===== src/rtl/sseg_pkg.sv =====
// Shared constants for the stopwatch display source: segment patterns,
// decimal-point levels and per-digit counting limits.
package sseg_pkg;

  localparam int NUM_DIGITS = 4;

  typedef logic [3:0] digit_t;

  // Active-low g..a patterns for 0..9, index = digit value
  localparam logic [9:0][6:0] SEG_PAT = {
    7'h10, 7'h00, 7'h78, 7'h02, 7'h12, 7'h19, 7'h30, 7'h24, 7'h79, 7'h40
  };
  localparam logic [6:0] SEG_BLANK = 7'h7F;

  localparam logic DP_ON  = 1'b0;
  localparam logic DP_OFF = 1'b1;

  // Display reads M.SS.t, so the dot is lit after minutes and seconds units
  localparam logic [NUM_DIGITS-1:0] DIGIT_DP = {DP_ON, DP_OFF, DP_ON, DP_OFF};

  // Wrap value per digit: tenths, sec units, sec tens, minutes
  localparam logic [NUM_DIGITS-1:0][3:0] DIGIT_MAX = {4'd9, 4'd5, 4'd9, 4'd9};

endpackage


===== src/rtl/bcd_to_sseg.sv =====
// One BCD digit to an active-low 7-segment pattern with decimal point.
module bcd_to_sseg
  import sseg_pkg::*;
(
  input  logic [3:0] digit,
  input  logic       dp,
  output logic [7:0] seg
);

  always_comb begin
    seg = {dp, SEG_BLANK};
    if (digit <= 4'd9) seg[6:0] = SEG_PAT[digit];
  end

endmodule


===== src/rtl/sseg_stopwatch_src.sv =====
// Stopwatch time source: tick divider plus M.SS.t BCD counter chain,
// counting up or down, decoded into four active-low digit patterns.
module sseg_stopwatch_src
  import sseg_pkg::*;
#(
  parameter int CLK_HZ   = 100_000_000,
  parameter int TICK_DIV = CLK_HZ / 10
) (
  input  logic       clk,
  input  logic       reset,
  input  logic       go,
  input  logic       clr,
  input  logic       up,
  output logic [7:0] in0,
  output logic [7:0] in1,
  output logic [7:0] in2,
  output logic [7:0] in3,
  output logic       rollover
);

  localparam int DIV_W = $clog2(TICK_DIV);
  localparam logic [DIV_W-1:0] DIV_LAST = DIV_W'(TICK_DIV - 1);

  logic [DIV_W-1:0]               div_q;
  logic [NUM_DIGITS-1:0][3:0]     dig_q, dig_d;
  logic [NUM_DIGITS-1:0][7:0]     segs;
  logic                           tick;
  logic                           cy;
  logic                           wrap;

  assign tick = go & ~clr & (div_q == DIV_LAST);

  // Ripple carry/borrow through the chain; carry out of the top is the wrap
  always_comb begin
    dig_d = dig_q;
    cy    = tick;
    for (int i = 0; i < NUM_DIGITS; i++) begin
      if (cy) begin
        if (up) begin
          if (dig_q[i] >= DIGIT_MAX[i]) begin
            dig_d[i] = 4'd0;
          end else begin
            dig_d[i] = dig_q[i] + 4'd1;
            cy       = 1'b0;
          end
        end else begin
          if (dig_q[i] == 4'd0) begin
            dig_d[i] = DIGIT_MAX[i];
          end else begin
            dig_d[i] = dig_q[i] - 4'd1;
            cy       = 1'b0;
          end
        end
      end
    end
    wrap = cy;
  end

  always_ff @(posedge clk) begin
    if (reset || clr) begin
      div_q    <= '0;
      dig_q    <= '0;
      rollover <= 1'b0;
    end else begin
      if (go) div_q <= tick ? '0 : div_q + DIV_W'(1);
      dig_q    <= dig_d;
      rollover <= wrap;
    end
  end

  for (genvar g = 0; g < NUM_DIGITS; g++) begin : g_dec
    bcd_to_sseg u_dec (
      .digit (dig_q[g]),
      .dp    (DIGIT_DP[g]),
      .seg   (segs[g])
    );
  end

  assign in0 = segs[0];
  assign in1 = segs[1];
  assign in2 = segs[2];
  assign in3 = segs[3];

endmodule


===== config.mk =====
export PLATFORM = sky130hd
export DESIGN_NAME = sseg_stopwatch_src
export DESIGN_NICKNAME = d
export VERILOG_FILES = /design/src/rtl/sseg_pkg.sv /design/src/rtl/bcd_to_sseg.sv /design/src/rtl/sseg_stopwatch_src.sv
export SDC_FILE = /design/constraint.sdc
export NUM_CORES = 1
export LEC_CHECK = 0
export ABC_AREA = 1
export CAP_MARGIN = 5
export CORE_MARGIN = 1.5
export CORE_UTILIZATION = 50
export CTS_CLUSTER_DIAMETER = 40
export DETAILED_ROUTE_END_ITERATION = 16
export PLACE_DENSITY = 0.74
export RECOVER_POWER = 100
export SYNTH_ARGS = -nofsm -noshare
export SYNTH_HDL_FRONTEND = slang
export SYNTH_SLANG_ARGS = --single-unit

===== constraint.sdc =====
create_clock -name clk -period 5.68 [get_ports clk]
set_clock_uncertainty 0.1 [all_clocks]
set_input_delay 1.136 -clock clk [delete_from_list [all_inputs] [get_ports clk]]
set_output_delay 1.136 -clock clk [all_outputs]
set_load 0.01 [all_outputs]

==> results of run 1 <==
routing by layer:
layer	share of wire, %	wire length [um]	global-route usage (%)	up-vias
met4	2.0	187	8.13	0
li1	-	-	-	2150
met5	0	0	0	-
met2	45	4270	34.1	134
met3	5.3	498	3.65	17
met1	48	4520	28.1	1826
cell usage in the layout (no fill, tap or decap), drive strengths merged, types with 2 or more instances in the layout:
| cell | instances |
|---|---|
| clkinv | 2 |
| nor4 | 2 |
| dfxtp | 69 |
| conb | 4 |
| inv | 107 |
| o21a | 3 |
| a21oi | 25 |
| a31oi | 4 |
| clkbuf | 13 |
| xor2 | 12 |
| nand2 | 180 |
| nor3 | 8 |
| and3 | 2 |
| nand3b | 5 |
| a21boi | 2 |
| dlygate4sd3 | 30 |
| nor2 | 98 |
| nand3 | 58 |
| nand4 | 13 |
| o21ai | 24 |
| ha | 33 |
| clkdlybuf4s50 | 3 |
stage by stage:
stage | setup slack [ns] | area, um2 | utilization (%) | cells
floorplan | 2.77 | 4500 | - | 670
global placement | 2.05 | 4900 | 56.2 | 800
detailed placement | 1.87 | 4900 | 56.2 | 800
CTS | 2.22 | 5080 | 58.3 | 814
global route | 1.46 | 5010 | 57.5 | 814
finish | 1.86 | 5010 | 57.5 | 814
worst max-delay path, delay by kind of cell:
family	cells	cell delay [ns]
buffers and inverters	4	1.60
and+or+nand+nor	2	0.15
adders and majority gates	1	0.32
AOI/OAI and AO/OA	3	0.77
report_power, final:
group	internal, W	switching (W)
Sequential	0.000484	0.000000489
Clock	0.000210	0.000177
Combinational	0.00000792	0.0000211
how the worst max path moves through the flow:
stage / start / to / slack [ns] / depth (start not counted)
finish: clr / flip-flop / 1.86 / 10
global route: clr / flip-flop / 1.46 / 10
CTS: up / flip-flop / 2.22 / 13
detailed placement: up / flip-flop / 1.87 / 13
global placement: up / flip-flop / 2.05 / 13
floorplan: go / flip-flop / 2.77 / 16
cells by family (layout without fill, tap and decap cells):
logic type	after synthesis	in the layout	synth area share (%)
AOI/OAI and AO/OA	63	63	7.71
adders and majority gates	33	33	9.18
other	2	4	0.167
xor gates and xnor gates	13	13	2.53
DFF	69	69	30.7
buffers and inverters	121	157	10.8
and+or+nand+nor	367	367	38.9
area by class of cell:
class	count	area share [%]
Clock buffer	12	2.90
Tap cell	108	2.70
Sequential cell	69	27.6
Clock inverter	2	0.699
Multi-Input combinational cell	480	51.3
Timing Repair Buffer	34	6.66
Inverter	109	8.19
==> results.rst, run 1 <==
.. list-table::
   :header-rows: 1

   * - Metric
     - Value
   * - Status
     - finished clean
   * - Core ar.
     - 8720 um2
   * - Layout fillers
     - 834
   * - Timing-limited maximum frequency
     - 262 MHz
   * - Leakage power summed over all cells
     - 2.51 nW
   * - Die boundary width
     - 97.8 um
   * - Largest cells by area after synthesis
     - sky130_fd_sc_hd__dfxtp_1 31%, sky130_fd_sc_hd__nand2_1 14%, sky130_fd_sc_hd__ha_1 9.2%
   * - Signal arrival time at the worst endpoint
     - 4.00 ns
   * - Kind of critical path
     - input pin to flip-flop
   * - Number of H-tree levels
     - 3
   * - Max-slew headroom at the worst pin
     - 25.4%
   * - Most instantiated flip-flop cell in the synthesis netlist
     - sky130_fd_sc_hd__dfxtp_1
   * - Sum of net half-perimeters after detailed placement
     - 7160 um
   * - Most frequent cells after synthesis
     - 163 x sky130_fd_sc_hd__nand2_1, 99 x sky130_fd_sc_hd__inv_1, 86 x sky130_fd_sc_hd__nor2_1, 69 x sky130_fd_sc_hd__dfxtp_1, 49 x sky130_fd_sc_hd__nand3_1
   * - Initial Util
     - 51.6%
   * - Capture endpoint of the worst hold path
     - div_q[0]
   * - Antenna fix cells
     - 0
   * - ANT nets after route
     - 0
   * - Critical Path Sink Type
     - flip-flop
   * - Setup_tns
     - 0 ns
   * - Sequential fraction of the synthesis area
     - 30.7%
   * - Synthesis warning total
     - 0
   * - Mean number of vias per cell
     - 5.07
   * - Cells after Synth
     - 668
   * - Via count of the first global-routing pass
     - 3816
   * - Area used by multi-input combinational logic
     - 2570 um2
   * - Async set-reset flop share out of synthesis
     - 0%
   * - Hold Violations, Final
     - 0
   * - Number of buffers added to fix hold violations after cts
     - 0
   * - Post-synth design cell area
     - 4500 um2
   * - Max VDD drop
     - 0.0996 mV
   * - Global-route wire length before repair
     - 16800 um
   * - Ordered list of cells on the worst path
     - dlygate4sd3_1 -> nor2_1 -> clkbuf_1 -> o21ai_0 -> a31oi_1 -> inv_1 -> ha_1 -> inv_1 -> nand2_1 -> a21oi_1
   * - Insertion delay to the later sink of the worst-skew pair
     - 0.35 ns
   * - Final routed wire length divided by cell count
     - 11.6 um
   * - Minimum clock period after layout
     - 3.82 ns
   * - Count of flip-flops with a built-in enable after synthesis
     - 0
   * - Largest fanout on the critical path
     - 23
   * - Die Area
     - 9570 um2
   * - Final worst-path cycle share
     - 67.2%
   * - Share of layout cells above drive strength 1
     - 7.37%
   * - RSZ-0062 raised after global routing
     - no
   * - Cell with the biggest individual delay on the critical path
     - sky130_fd_sc_hd__clkbuf_1
   * - Post_cts resized
     - 0
   * - Sort of element at the start of the critical path
     - input pin
   * - Count of port buffers added during placement
     - 33
   * - Most instantiated library cell after synthesis
     - sky130_fd_sc_hd__nand2_1
   * - Flop-to-flop setup slack
     - 2.83 ns
   * - Hold depth
     - 2
   * - Final count of pins violating max slew
     - 0
   * - WHS
     - 0.388 ns
   * - Total CTS buffers
     - 9
   * - Post-CTS clock slew at the launch and capture registers of the worst setup and hold paths
     - 0.07 ns
   * - Clock root buffer master
     - sky130_fd_sc_hd__clkbuf_8
   * - DRC errors left
     - 0
   * - Maximum buffer depth of the clock tree
     - 2
   * - Top Ports
     - 38
   * - Post-CTS setup buffer count
     - 0
   * - Count of TritonRoute iterations in the first routing pass
     - 5
   * - Number of DRC markers after the initial detailed-route iteration
     - 339
   * - Total via count after detailed routing
     - 4127
   * - Grt ovf
     - 0
   * - Count of state elements after synthesis
     - 69
   * - Number of nets in the final layout
     - 741
   * - Final setup fails
     - 0
   * - Largest area contributor in the synthesized netlist
     - sky130_fd_sc_hd__dfxtp_1
   * - Synth-to-Final Area Change
     - 11.5%
   * - Antenna violations before repair
     - 0
   * - Maximum number of pins on one net before global-route repair
     - 24
   * - Worst endpoint required time
     - 5.87 ns
   * - Count of clock tree sinks
     - 69
   * - TritonCTS clock tree
     - done
   * - Worst R2R Start
     - dig_q[0]
   * - Final Routed Wirelength
     - 9480 um
   * - Most used cell along the critical path
     - sky130_fd_sc_hd__inv_1
   * - Transition time at the pin with the least slew margin
     - 1.12 ns
   * - Area fraction of the dominant cell type after synthesis
     - 30.7%
   * - Post-Synthesis Mean Instance Area
     - 6.73 um2
   * - Overall Global Routing Usage
     - 21.1%
   * - Reg area
     - 1380 um2
   * - Areal power density over the cells
     - 180 nW/um2
   * - Number of cell rows
     - 34
   * - Gp weighted congestion
     - 0.936
   * - Delay of the slowest cell on the worst path
     - 0.82 ns
   * - Worst Reg-to-Reg Cells
     - 18
   * - Synth cell types
     - 41
   * - Overall power after layout
     - 0.000900 W
   * - Hold path start
     - div_q[0]
   * - Hold WC Path Type
     - flip-flop to flip-flop
   * - Max-cap check violation count
     - 0
   * - Die extent in y
     - 97.8 um
No activity file was read; power rests on OpenSTA's default activity.
==> run 2, diff against run 1 <==
Settings changed: PLACE_DENSITY 0.74 to 0.77.
Clock period 5.68 ns to 3.4 ns, I/O delays scaled along.
==> run 2 against run 1 <==
Effect of this change:
- non-clock buffer count is 4 higher
- total power is 68% higher
- final area is 1.3% higher
==> results.rst, run 2 (synthesis results as in run 1) <==
.. list-table::
   :header-rows: 1

   * - Metric
     - Value
   * - Status
     - finished clean
   * - Max-slew headroom at the worst pin
     - 60.6% (+35 points)
   * - Number of nets in the final layout
     - 745 (+0.54%)
   * - Final setup fails
     - 0 (unchanged)
   * - Share of layout cells above drive strength 1
     - 7.58% (+0.22 points)
   * - Core ar.
     - 8720 um2 (unchanged)
   * - Grt ovf
     - 0 (unchanged)
   * - Gp weighted congestion
     - 0.914 (-2.3%)
   * - Sort of element at the start of the critical path
     - flip-flop
   * - Timing-limited maximum frequency
     - 328 MHz
   * - Die boundary width
     - 97.8 um (unchanged)
   * - Via count of the first global-routing pass
     - 3961 (+3.8%)
   * - Antenna violations before repair
     - 0 (unchanged)
   * - Maximum number of pins on one net before global-route repair
     - 19 (-21%)
   * - Top Ports
     - 38 (unchanged)
   * - TritonCTS clock tree
     - done
   * - Critical Path Sink Type
     - primary output
   * - Initial Util
     - 51.6% (unchanged)
   * - ANT nets after route
     - 0 (unchanged)
   * - Setup_tns
     - 0 ns (unchanged)
   * - Top library cells by usage in the layout, fill and taps aside
     - 166 x sky130_fd_sc_hd__nand2_1, 101 x sky130_fd_sc_hd__inv_1, 88 x sky130_fd_sc_hd__nor2_1
   * - Final routed wire length divided by cell count
     - 11.8 um (+1.5%)
   * - Antenna fix cells
     - 0 (unchanged)
   * - Mean number of vias per cell
     - 5.10 (+0.69%)
   * - Max-cap check violation count
     - 0 (unchanged)
   * - Hold depth
     - 2 (unchanged)
   * - Final count of pins violating max slew
     - 0 (unchanged)
   * - Insertion delay to the later sink of the worst-skew pair
     - 0.35 ns (about the same)
   * - Post-CTS clock slew at the launch and capture registers of the worst setup and hold paths
     - 0.07 ns (about the same)
   * - Number of DRC markers after the initial detailed-route iteration
     - 225 (-34%)
   * - Worst Reg-to-Reg Cells
     - 16 (-2)
   * - Count of TritonRoute iterations in the first routing pass
     - 4 (-1)
   * - Count of port buffers added during placement
     - 33 (unchanged)
   * - Worst endpoint required time
     - 2.62 ns (-3.25 ns)
   * - Signal arrival time at the worst endpoint
     - 2.27 ns (-1.73 ns)
   * - DRC errors left
     - 0 (unchanged)
   * - Max VDD drop
     - 0.147 mV (+48%)
   * - Kind of critical path
     - flip-flop to primary output
   * - Worst R2R Start
     - dig_q[0]
   * - Transition time at the pin with the least slew margin
     - 0.589 ns (-0.530 ns)
   * - Maximum buffer depth of the clock tree
     - 2 (unchanged)
   * - Final standard cell area without fillers
     - 5080 um2 (+1.3%)
   * - Post_cts resized
     - 0 (unchanged)
   * - Largest fanout on the critical path
     - 7 (-70%)
   * - Area used by multi-input combinational logic
     - 2590 um2 (+0.63%)
   * - Layout fillers
     - 845 (+1.3%)
   * - Number of buffers added to fix hold violations after cts
     - 0 (unchanged)
   * - Hold Violations, Final
     - 0 (unchanged)
   * - Die Area
     - 9570 um2 (unchanged)
   * - Flop-to-flop setup slack
     - 0.62 ns (-2.21 ns)
   * - Global-route wire length before repair
     - 17100 um (+1.8%)
   * - Final Routed Wirelength
     - 9690 um (+2.2%)
   * - Hold path start
     - div_q[0]
   * - Reg area
     - 1380 um2 (unchanged)
   * - RSZ-0062 raised after global routing
     - no
   * - Die extent in y
     - 97.8 um (unchanged)
   * - Overall Global Routing Usage
     - 21.4% (+0.28 points)
   * - Post-CTS setup buffer count
     - 0 (unchanged)
   * - Minimum clock period after layout
     - 3.05 ns
   * - Sum of net half-perimeters after detailed placement
     - 7370 um (+2.9%)
   * - Total CTS buffers
     - 9 (unchanged)
   * - Number of H-tree levels
     - 3 (unchanged)
   * - Hold WC Path Type
     - flip-flop to flip-flop
   * - Number of cell rows
     - 34 (unchanged)
   * - Synth-to-Final Area Change
     - 13.0%
   * - Cell Area, Placed
     - 4950 um2 (+0.87%)
   * - Leading cell type in the layout, fill and taps excluded
     - sky130_fd_sc_hd__nand2_1
   * - Clock root buffer master
     - sky130_fd_sc_hd__clkbuf_8
   * - Leakage power summed over all cells
     - 2.55 nW (+1.4%)
   * - Areal power density over the cells
     - 298 nW/um2 (+66%)
   * - Overall power after layout
     - 0.00152 W (+68%)
   * - Total via count after detailed routing
     - 4186 (+1.4%)
   * - Capture endpoint of the worst hold path
     - div_q[0]
   * - Final worst-path cycle share
     - 89.6%
   * - Count of clock tree sinks
     - 69 (unchanged)
[run 2: changes by cell type in the layout (fill, tap and decap cells not counted), moves of 2 or more]
| cell | change |
|---|---|
| sky130_fd_sc_hd__inv_1 | +2 |
| sky130_fd_sc_hd__nand2_2 | -3 |
| sky130_fd_sc_hd__nand2_1 | +3 |
| sky130_fd_sc_hd__clkinv_2 | +2 |
| sky130_fd_sc_hd__clkbuf_8 | +3 |
| sky130_fd_sc_hd__inv_2 | -2 |
[run 2: worst max-delay path, stage by stage, from the launching register on]
cell and delay [ns]:
sky130_fd_sc_hd__dfxtp_1 0.44, sky130_fd_sc_hd__inv_1 0.11, sky130_fd_sc_hd__ha_1 0.25, sky130_fd_sc_hd__nand2_1 0.11, sky130_fd_sc_hd__nand3_1 0.25, sky130_fd_sc_hd__nand2_1 0.14, sky130_fd_sc_hd__dlygate4sd3_1 0.61
[run 2: layout make-up]
class / instances / area share [%]
multi-input combinational: 480 / 50.9
clock buffer: 13 / 3.52
tap: 108 / 2.66
sequential: 69 / 27.2
inverter: 109 / 8.08
timing repair buffer: 38 / 7.27
clock inverter: 3 / 0.345
[run 2: how the worst max path moves through the flow]
stage | depth (start not counted) | startpoint | slack [ns] | end
floorplan | 16 | go | 0.94 | flip-flop
global placement | 15 | clr | 0.35 | flip-flop
detailed placement | 15 | clr | 0.23 | flip-flop
CTS | 6 | dig_q[8] | 0.41 | in2[3]
global route | 15 | clr | 0.15 | flip-flop
finish | 6 | dig_q[8] | 0.35 | in2[3]
[run 2: metal layers]
layer  vias to the layer above  GRT usage [%]  wire length [um]
met5                         -              0                 0
met4                         0           8.57               205
met3                        19           3.94               361
met2                        88           35.7              4480
met1                      1918           27.2              4640
li1                       2161              -                 -
[run 2: power breakdown]
part           switching (W)  total (W)  internal (W)  leakage [nW]
sequential       0.000000863   0.000809      0.000809         0.556
clock               0.000312   0.000654      0.000342         0.101
combinational      0.0000358  0.0000523     0.0000164          1.89
[run 2: through the flow]
stage / setup WS (ns) / utilization, % / hold slack [ns] / cells
6_report: 0.355 / 58.2 / 0.410 / 820
5_1_grt: 0.149 / 58.2 / 0.424 / 820
4_1_cts: 0.407 / 59.0 / 0.402 / 820
3_5_place_dp: 0.231 / 56.7 / 0.391 / 804
3_3_place_gp: 0.346 / 56.7 / 0.370 / 804
2_1_floorplan: 0.941 / - / 0.356 / 670
